`src/rtl/range_stats_pkg.sv`:
```
// Shared definitions for the range statistics unit: FSM state encoding.
// The result record depends on WIDTH/CNT_W, so it is declared inside the top.
package range_stats_pkg;

  typedef logic [1:0] state_t;

  localparam state_t IDLE   = 2'd0;
  localparam state_t ACTIVE = 2'd1;
  localparam state_t DONE   = 2'd2;

endpackage

```
`src/rtl/range_minmax_update.sv`:
```
// Combinational min/max update of the working statistics against one sample.
// An unseeded state takes the sample as both min and max.
module range_minmax_update
  import range_stats_pkg::*;
#(
  parameter int WIDTH  = 16,
  parameter int SIGNED = 0
) (
  input  logic [WIDTH-1:0] min_in,
  input  logic [WIDTH-1:0] max_in,
  input  logic             seeded_in,
  input  logic [WIDTH-1:0] sample,
  input  logic             sample_valid,
  output logic [WIDTH-1:0] min_next,
  output logic [WIDTH-1:0] max_next,
  output logic             seeded_next
);

  logic less_s;
  logic greater_s;

  // Sample versus current extremes, signed or unsigned as configured.
  always_comb begin
    if (SIGNED != 0) begin
      less_s    = $signed(sample) < $signed(min_in);
      greater_s = $signed(sample) > $signed(max_in);
    end else begin
      less_s    = sample < min_in;
      greater_s = sample > max_in;
    end
  end

  // Seed on the first sample, otherwise widen the min/max window.
  always_comb begin
    min_next    = min_in;
    max_next    = max_in;
    seeded_next = seeded_in;
    if (sample_valid) begin
      if (!seeded_in) begin
        min_next    = sample;
        max_next    = sample;
        seeded_next = 1'b1;
      end else begin
        if (less_s) begin
          min_next = sample;
        end else begin
          min_next = min_in;
        end
        if (greater_s) begin
          max_next = sample;
        end else begin
          max_next = max_in;
        end
      end
    end else begin
      seeded_next = seeded_in;
    end
  end

endmodule

```
`src/rtl/range_stats_unit.sv`:
```
// Framed-burst statistics: min, max, range and count between go and finish,
// presented through a registered valid/ready result with sticky error.
module range_stats_unit
  import range_stats_pkg::*;
#(
  parameter int WIDTH  = 16,
  parameter int CNT_W  = 8,
  parameter int SIGNED = 0
) (
  input  logic             clock,
  input  logic             reset,
  input  logic [WIDTH-1:0] data_in,
  input  logic             data_valid,
  input  logic             go,
  input  logic             finish,
  input  logic             result_ready,
  output logic             busy,
  output logic             result_valid,
  output logic [WIDTH-1:0] min_out,
  output logic [WIDTH-1:0] max_out,
  output logic [WIDTH-1:0] range_out,
  output logic [CNT_W-1:0] count_out,
  output logic             empty,
  output logic             cnt_sat,
  output logic             error
);

  typedef struct packed {
    logic [WIDTH-1:0] min;
    logic [WIDTH-1:0] max;
    logic [WIDTH-1:0] range;
    logic [CNT_W-1:0] count;
    logic             empty;
    logic             cnt_sat;
  } result_t;

  localparam logic [CNT_W-1:0] CNT_MAX = {CNT_W{1'b1}};

  state_t           state_r;
  logic [WIDTH-1:0] min_r;
  logic [WIDTH-1:0] max_r;
  logic             seeded_r;
  logic [CNT_W-1:0] count_r;
  logic             sat_r;
  logic             error_r;
  logic             result_valid_r;
  result_t          result_r;

  logic             start_s;
  logic             close_s;
  logic             active_s;
  logic [WIDTH-1:0] base_min_s;
  logic [WIDTH-1:0] base_max_s;
  logic             base_seeded_s;
  logic [CNT_W-1:0] base_count_s;
  logic             base_sat_s;
  logic [WIDTH-1:0] min_next_s;
  logic [WIDTH-1:0] max_next_s;
  logic             seeded_next_s;
  logic [CNT_W-1:0] count_next_s;
  logic             sat_next_s;
  logic             error_next_s;
  result_t          result_next_s;

  assign active_s = (state_r == ACTIVE);
  assign start_s  = go && !finish &&
                    ((state_r == IDLE) || ((state_r == DONE) && result_ready));
  assign close_s  = active_s && finish;

  // A new session starts from cleared stats; an open one accumulates.
  always_comb begin
    if (active_s) begin
      base_min_s    = min_r;
      base_max_s    = max_r;
      base_seeded_s = seeded_r;
      base_count_s  = count_r;
      base_sat_s    = sat_r;
    end else begin
      base_min_s    = {WIDTH{1'b0}};
      base_max_s    = {WIDTH{1'b0}};
      base_seeded_s = 1'b0;
      base_count_s  = {CNT_W{1'b0}};
      base_sat_s    = 1'b0;
    end
  end

  range_minmax_update #(
    .WIDTH  (WIDTH),
    .SIGNED (SIGNED)
  ) u_minmax (
    .min_in       (base_min_s),
    .max_in       (base_max_s),
    .seeded_in    (base_seeded_s),
    .sample       (data_in),
    .sample_valid (data_valid),
    .min_next     (min_next_s),
    .max_next     (max_next_s),
    .seeded_next  (seeded_next_s)
  );

  // Saturating sample counter; a blocked increment flags saturation.
  always_comb begin
    count_next_s = base_count_s;
    sat_next_s   = base_sat_s;
    if (data_valid) begin
      if (base_count_s == CNT_MAX) begin
        sat_next_s = 1'b1;
      end else begin
        count_next_s = base_count_s + {{(CNT_W-1){1'b0}}, 1'b1};
      end
    end else begin
      count_next_s = base_count_s;
    end
  end

  // Result record; an empty session reports zeros with the empty flag.
  always_comb begin
    result_next_s = '0;
    if (count_next_s == {CNT_W{1'b0}}) begin
      result_next_s.empty   = 1'b1;
      result_next_s.cnt_sat = sat_next_s;
    end else begin
      result_next_s.min     = min_next_s;
      result_next_s.max     = max_next_s;
      result_next_s.range   = max_next_s - min_next_s;
      result_next_s.count   = count_next_s;
      result_next_s.cnt_sat = sat_next_s;
    end
  end

  // Sticky protocol error, cleared only by an accepted go.
  always_comb begin
    error_next_s = error_r;
    case (state_r)
      IDLE: begin
        if (start_s) begin
          error_next_s = 1'b0;
        end else if (finish) begin
          error_next_s = 1'b1;
        end else begin
          error_next_s = error_r;
        end
      end
      ACTIVE: begin
        if (go) begin
          error_next_s = 1'b1;
        end else begin
          error_next_s = error_r;
        end
      end
      DONE: begin
        if (start_s) begin
          error_next_s = 1'b0;
        end else if (finish || (go && !result_ready)) begin
          error_next_s = 1'b1;
        end else begin
          error_next_s = error_r;
        end
      end
      default: error_next_s = error_r;
    endcase
  end

  // FSM, working stats and result registers.
  always_ff @(posedge clock or posedge reset) begin
    if (reset) begin
      state_r        <= IDLE;
      min_r          <= {WIDTH{1'b0}};
      max_r          <= {WIDTH{1'b0}};
      seeded_r       <= 1'b0;
      count_r        <= {CNT_W{1'b0}};
      sat_r          <= 1'b0;
      error_r        <= 1'b0;
      result_valid_r <= 1'b0;
      result_r       <= '0;
    end else begin
      error_r <= error_next_s;
      case (state_r)
        IDLE:    state_r <= start_s ? ACTIVE : IDLE;
        ACTIVE:  state_r <= finish ? DONE : ACTIVE;
        DONE:    state_r <= result_ready ? (start_s ? ACTIVE : IDLE) : DONE;
        default: state_r <= IDLE;
      endcase
      if (start_s || active_s) begin
        min_r    <= min_next_s;
        max_r    <= max_next_s;
        seeded_r <= seeded_next_s;
        count_r  <= count_next_s;
        sat_r    <= sat_next_s;
      end
      if (close_s) begin
        result_r       <= result_next_s;
        result_valid_r <= 1'b1;
      end else if ((state_r == DONE) && result_ready) begin
        result_valid_r <= 1'b0;
      end
    end
  end

  assign busy         = active_s;
  assign result_valid = result_valid_r;
  assign min_out      = result_r.min;
  assign max_out      = result_r.max;
  assign range_out    = result_r.range;
  assign count_out    = result_r.count;
  assign empty        = result_r.empty;
  assign cnt_sat      = result_r.cnt_sat;
  assign error        = error_r;

endmodule

```
`config.mk`:
```
export PLATFORM = sky130hd
export DESIGN_NAME = range_stats_unit
export DESIGN_NICKNAME = d
export VERILOG_FILES = /design/src/rtl/range_stats_pkg.sv /design/src/rtl/range_minmax_update.sv /design/src/rtl/range_stats_unit.sv
export SDC_FILE = /design/constraint.sdc
export NUM_CORES = 1
export LEC_CHECK = 0
export CAP_MARGIN = 20
export CORE_MARGIN = 4
export CORE_UTILIZATION = 40
export CTS_BUF_LIST = sky130_fd_sc_hd__clkbuf_16
export DETAILED_ROUTE_END_ITERATION = 7
export PLACE_DENSITY = 0.67
export SLEW_MARGIN = 20
export SYNTH_ARGS = -nofsm -noshare
export SYNTH_HDL_FRONTEND = slang
export SYNTH_SLANG_ARGS = --single-unit
```
`constraint.sdc`:
```
create_clock -name clock -period 4.85 [get_ports clock]
set_input_delay 0.97 -clock clock [delete_from_list [all_inputs] [get_ports clock]]
set_output_delay 0.97 -clock clock [all_outputs]
set_load 0.05 [all_outputs]
```
# Word-level counts from Yosys, hierarchy flattened
# Index checks and enable logic that the tools add are counted.
[word_totals]
ff_bits = 104
input_bits = 22
output_inout_bits = 61
word_cells = 69
[classes]
add_sub_neg = 2
order_cmp = 2
eq_ne = 6
mux = 30
n_reduce_logical = 15
[ops]
columns = ["operator", "n"]
rows = [
  ["$mux W16", 8],
  ["$mux W56", 1],
  ["$mux W8", 3],
  ["$gt A16 B16 Y1", 1],
  ["$lt A16 B16 Y1", 1],
  ["$sub A16 B16 Y16", 1],
  ["$mux W1", 14],
  ["$add A8 B1 Y8 const B", 1],
  ["$eq A8 B8 Y1 const B", 1],
  ["$logic_not A8 Y1", 1],
  ["$ne A3 B3 Y1 const B", 2],
  ["$pmux W2 S3", 1],
  ["$logic_and A1 B1 Y1", 5],
  ["$mux W2", 2],
  ["$reduce_and A4 Y1", 1],
  ["$logic_or A1 B1 Y1", 3],
  ["$pmux W1 S3", 1],
  ["$reduce_bool A3 Y1", 1],
  ["$eq A2 B1 Y1 const B", 1],
  ["$eq A2 B2 Y1 const B", 1],
  ["$logic_not A1 Y1", 2],
  ["$logic_not A2 Y1", 1],
  ["$ne A2 B2 Y1 const B", 1],
  ["$reduce_bool A2 Y1", 1],
]

# Logic depth before layout (Yosys ltp)
[depth]
ltp_word = 8
ltp_mapped = 27
ltp_nobuf = 24

# Modules after synthesis
# A second synthesis with hierarchy kept.
[unflattened]
hier_cells = 721
hier_area_um2 = 6678.9
[modules_own_cells]
columns = ["mod", "n_inst", "cells_per_inst", "area_per_inst_um2", "seq_area_each_um2"]
rows = [
  ["range_stats_unit", 1, 568, 5411.4, 2602.5],
  ["range_minmax_update", 1, 153, 1267.5, 0.0],
]

# Worst setup path before layout
# Ideal clock, no wire load.
[synth_path]
path_kind = "register -> register"
from = "register state_r[1]"
to = "register result_r, in the netlist range_out[8]"
setup_ns = 0.128
t_arrival_ns = 5.224
required_time_ns = 4.722
slack_ns = -0.501
stages_incl_launch_ff = 28
path_buffers = 4
synth_period_minus_slack_ns = 5.351
cell_sequence = "dfrtp_1 > inv_2 > nand2_2 > inv_2 > buf_4 > clkbuf_1 > buf_1 > nand2_1 > ha_1 > nand4_1 > nor4_1 > a21boi_0 > a2111oi_0 > nand3b_1 > buf_6 > nor2_1 > a21oi_1 > ha_1 > inv_1 > fa_1 > a21o_1 > a211oi_1 > nor2b_1 > o21ai_0 > nand2b_1 > a21oi_1 > xor2_1 > o21ai_0"
[synth_via]
elab_chain_cells = 8
elab_cells_between_ends = 21
cone_classes = "add/sub (2); order compare (2); eq/ne (2); mux (13); reduce/logical (2)"
[synth_rtl]
columns = ["item", "line_no", "rtl"]
rows = [
  ["start: declaration", "range_stats_unit.sv:39", "state_t state_r;"],
  ["start signal: assignment", "range_stats_unit.sv:179", "IDLE: state_r <= start_s ? ACTIVE : IDLE;"],
  ["start signal: assignment", "range_stats_unit.sv:180", "ACTIVE: state_r <= finish ? DONE : ACTIVE;"],
  ["start signal: assignment", "range_stats_unit.sv:181", "DONE: state_r <= result_ready ? (start_s ? ACTIVE : IDLE) : DONE;"],
  ["$eq A2 B1 Y1 (*)", "range_stats_unit.sv:65", "assign active_s = (state_r == ACTIVE);"],
  ["net busy", "range_stats_unit.sv:17", "output logic busy,"],
  ["$mux W16", "range_stats_unit.sv:72", "if (active_s) begin"],
  ["$gt A16 B16 Y1 / $lt A16 B16 Y1 (equally long branches)", "range_minmax_update.sv:29, range_minmax_update.sv:28", ""],
  ["$mux W16 (on tied branches)", "range_minmax_update.sv:49, range_minmax_update.sv:44", ""],
  ["$mux W16", "range_minmax_update.sv:39", "if (!seeded_in) begin"],
  ["$mux W16", "range_minmax_update.sv:38", "if (sample_valid) begin"],
  ["$sub A16 B16 Y16", "range_stats_unit.sv:125", "result_next_s.range = max_next_s - min_next_s;"],
  ["$mux W56", "range_stats_unit.sv:119", "if (count_next_s == {CNT_W{1'b0}}) begin"],
  ["end signal: assignment", "range_stats_unit.sv:192", "result_r <= result_next_s;"],
  ["end: declaration", "range_stats_unit.sv:47", "result_t result_r;"],
]
# Mark *: on every way through the listed nets, which the timed path passes. The rest lies on a longest branch.
# A chain may end at the register's enable or synchronous reset.

# Final worst setup path
[layout_path]
from = "input data_in[1]"
to = "register result_r, in the netlist range_out[14]"
[layout_via]
elab_chain_cells = 6
elab_cells_between_ends = 10
cone_classes = "add/sub (1); order compare (2); mux (7)"
[layout_rtl]
columns = ["item", "line_no", "rtl"]
rows = [
  ["start: declaration", "range_stats_unit.sv:12", "input logic [WIDTH-1:0] data_in,"],
  ["$gt A16 B16 Y1 / $lt A16 B16 Y1 (equally long branches)", "range_minmax_update.sv:29, range_minmax_update.sv:28", ""],
  ["$mux W16 (on tied branches)", "range_minmax_update.sv:49, range_minmax_update.sv:44", ""],
  ["$mux W16", "range_minmax_update.sv:39", ""],
  ["$mux W16", "range_minmax_update.sv:38", ""],
  ["$sub A16 B16 Y16 (*)", "range_stats_unit.sv:125", ""],
  ["$mux W56 (*)", "range_stats_unit.sv:119", ""],
]
# Mark *: on every way between the ends. The rest lies on a longest branch, timed or not.

==> impl_metrics.tcl <==
set metrics [dict create \
    hold_class "flop to flop" \
    dieArea_um2 17400 \
    die_h_um 132 \
    route.detailed.drc 0 \
    syn_area_per_cell_um2 9.29 \
    wire_per_inst_um 19.4 \
    drt_first_pass_iters 6 \
    final_layout_size_suffix_gt1_share_pct 24.1 \
    cts-htree-levels 3 \
    syn_area_um2 6150 \
    cp_data_required_time_ns 5.08 \
    io_buffers 82 \
    syn_nets 733 \
    grt_overflow_total 0 \
    grt_max_degree 83 \
    yosys.area.top_type "dfrtp_1" \
    antenna_found_initial 0 \
    fmax_ghz 0.211 \
    cts_hold_buf 0 \
    layout_commonest_cell "buf_4" \
    synth_top_area_share_pct 42.3 \
    netlist_instances 662 \
    p_comb_share_pct 48.0 \
    drt_iter0_markers 346 \
    cp-start-kind "input pin" \
    clock-root-buffer "clkbuf_16" \
    tightest_slew_ns 1.09 \
    cts_tree "yes" \
    p_clk_share_pct 18.7 \
    synthFlopType "dfrtp_1" \
    clk_latency_ns 0.36 \
    cp_data_arrival_time_ns 4.98 \
    antenna_cells 0 \
    ys_warn_count 0 \
    crit_type "input pin to flop" \
    ys_seq_area_share_pct 42.3 \
    dr_total_vias 5846 \
    num_io_pins 83 \
    status "finished clean" \
    preCtsSetupSlack_ns -0.428 \
    slew_headroom_pct 27.0 \
    place_congestion 0.917 \
    fin_ws_ns 0.102 \
    switching_share_pct 42.2 \
    initial_core_util_pct 40.6 \
    dp_hpwl_um 14700 \
    clk_pin_slew_ns 0.07 \
    post_dp_cell_area_um2 7890 \
    area_delta_synth_final_pct 38.4 \
    cts_buffer_depth 2 \
    cts_num_sinks 104 \
    core_area_um2 15100 \
    report.final.slew_viol_count 0 \
    die_w_um 132 \
    finalSetupViolCount 0 \
    ir_worst_vdd_v 0.000225 \
    grt_pass1_wl_um 32000 \
    grt_pass1_vias 6132 \
    seq_power_share_pct 33.2 \
    timing.hold.ws_ns 0.479 \
    antenna_left 0 \
    synthDistinctLibCells 67 \
    synthArstFlopShare_pct 100 \
    p_int_w 0.00212 \
    p_leak_nw 3.89 \
    cts_inserted_buffers 9 \
    finClkSkew_ns 0.0112 \
    period_minus_slack_ns 4.75 \
    layout_common_cells "buf_4 (113), dfrtp_1 (104), nand2_1 (93), nor2_1 (73), clkdlybuf4s50_1 (72)" \
    final_cell_area_um2 8510 \
    p_switching_w 0.00155 \
    track_usage_pct 22.8 \
    power_w 0.00367 \
    layout.nets 915 \
    final.period_utilization_pct 97.9 \
    synthTopCellsByArea "dfrtp_1 (42%), ha_1 (9.8%), nand2_1 (5.7%), nor2_1 (4.6%), a21oi_1 (3.9%)" \
    final_cell_count_no_fill 1037 \
    rows 45 \
    post-place-cells 1013 \
    via_per_inst 5.64 \
    ys_ff_latch 104 \
    worstPathMaxFanout 6 \
    critPathCaptureType "flop" \
    hold_violations 0 \
    totalWireLength_um 20100 \
    synth_edf_count 0 \
    power.density_nw_per_um2 431 \
    cap_violations 0 \
]
final timing paths:
path                         startpoint       endpoint  slack, ns  cells after the start
max                          data_in[1]  range_out[14]       0.10                     21
min                        count_out[4]   count_out[4]       0.48                      2
max reg2reg                  state_r[1]  range_out[14]       0.20                     26
min reg2reg                count_out[4]   count_out[4]       0.48                      2
max in group asynchronous         reset     min_out[9]       2.88                      3
min in group asynchronous         reset     count_r[0]       1.11                      2
registers in the layout, indices dropped and copies added, names as in the netlist:
register / count
state_r: 2
count_out: 8
min_r: 16
max_out: 16
empty: 1
max_r: 16
cnt_sat: 1
min_out: 16
seeded_r: 1
range_out: 16
error: 1
count_r: 8
result_valid: 1
sat_r: 1
synthesized netlist by cell type, types with 4 or more instances:
cell type,instances
mux2i_1,13
a22oi_2,4
a21o_1,8
ha_1,48
nor3_1,5
inv_1,23
a31oi_1,11
nand2_1,94
a22o_1,23
a21oi_1,48
nand3_1,12
o21ai_0,45
buf_6,4
a211oi_1,5
o31ai_1,7
nor2_1,75
buf_2,5
mux2_2,10
nand4_1,5
xnor2_1,6
xor2_1,8
o21a_1,4
nand2b_1,4
dfrtp_1,104
o21ai_1,11
clkbuf_1,14
nor2b_1,4
and2_1,6
repair_timing:
| action | CTS | global route |
|---|---|---|
| setup endpoints to repair | 4 | 10 |
| cloned | 0 | 2 |
| resized for setup | 6 | 57 |
| hold endpoints to repair | 0 | 0 |
| buffers inserted | 1 | 5 |
| pin swaps | 0 | 18 |
worst max-delay path, stage by stage:
cell and delay (ns):
clkdlybuf4s50_1 0.47, ha_1 0.35, nor2b_1 0.14, o21ai_1 0.20, a21boi_4 0.09, a2111oi_4 0.36
nand3b_1 0.18, buf_6 0.15, nor2_2 0.05, a21oi_2 0.14, ha_2 0.21, inv_1 0.05
fa_2 0.34, a21o_1 0.21, a211oi_2 0.23, nor2b_2 0.09, o21a_1 0.24, nand4_1 0.14
a31oi_2 0.11, xnor2_1 0.17, o21ai_0 0.09
cells by family (layout without fill, tap and decap cells):
| kind of cell | after synthesis | count (layout) | share of synthesized area (%) |
|---|---|---|---|
| AO/OA/AOI/OAI | 189 | 189 | 20.7 |
| adder cells (fa/ha/maj) | 49 | 49 | 10.1 |
| buffers and inverters | 56 | 243 | 4.21 |
| flip-flops | 104 | 104 | 42.3 |
| AND/OR/NAND/NOR | 227 | 227 | 16.8 |
| XOR/XNOR | 14 | 14 | 1.99 |
| multiplexers | 23 | 23 | 3.95 |
cell type report:
cell class	instances	area [um^2]
multi-input combinational	502	3500
tap	188	235
fill	1344	6640
sequential	104	2600
inverter	26	105
timing repair buffer	201	1790
clock inverter	7	40.0
clock buffer	9	225
per-layer routing:
metal	routed length [um]	track usage, %
met4	638	8.98
met5	0	0
met1	8120	26.7
met2	10400	40.5
met3	971	4.81
power groups by stage:
stage / Sequential [W] / Clock (W) / Combinational, W
after floorplan: 0.00163 / 0 / 0.000600
after global placement: 0.00123 / 0 / 0.00165
after detailed placement: 0.00123 / 0 / 0.00167
after CTS: 0.00122 / 0.000703 / 0.00169
after global routing: 0.00124 / 0.000735 / 0.00189
final: 0.00122 / 0.000688 / 0.00176
through the flow:
stage / setup TNS (ns) / util, %
floorplan: 0 / -
global placement: -2.50 / 52.1
detailed placement: -2.91 / 52.1
CTS: 0 / 54.0
global route: -0.189 / 56.2
finish: 0 / 56.2
Note: power is estimated with default switching activity, not from simulation.
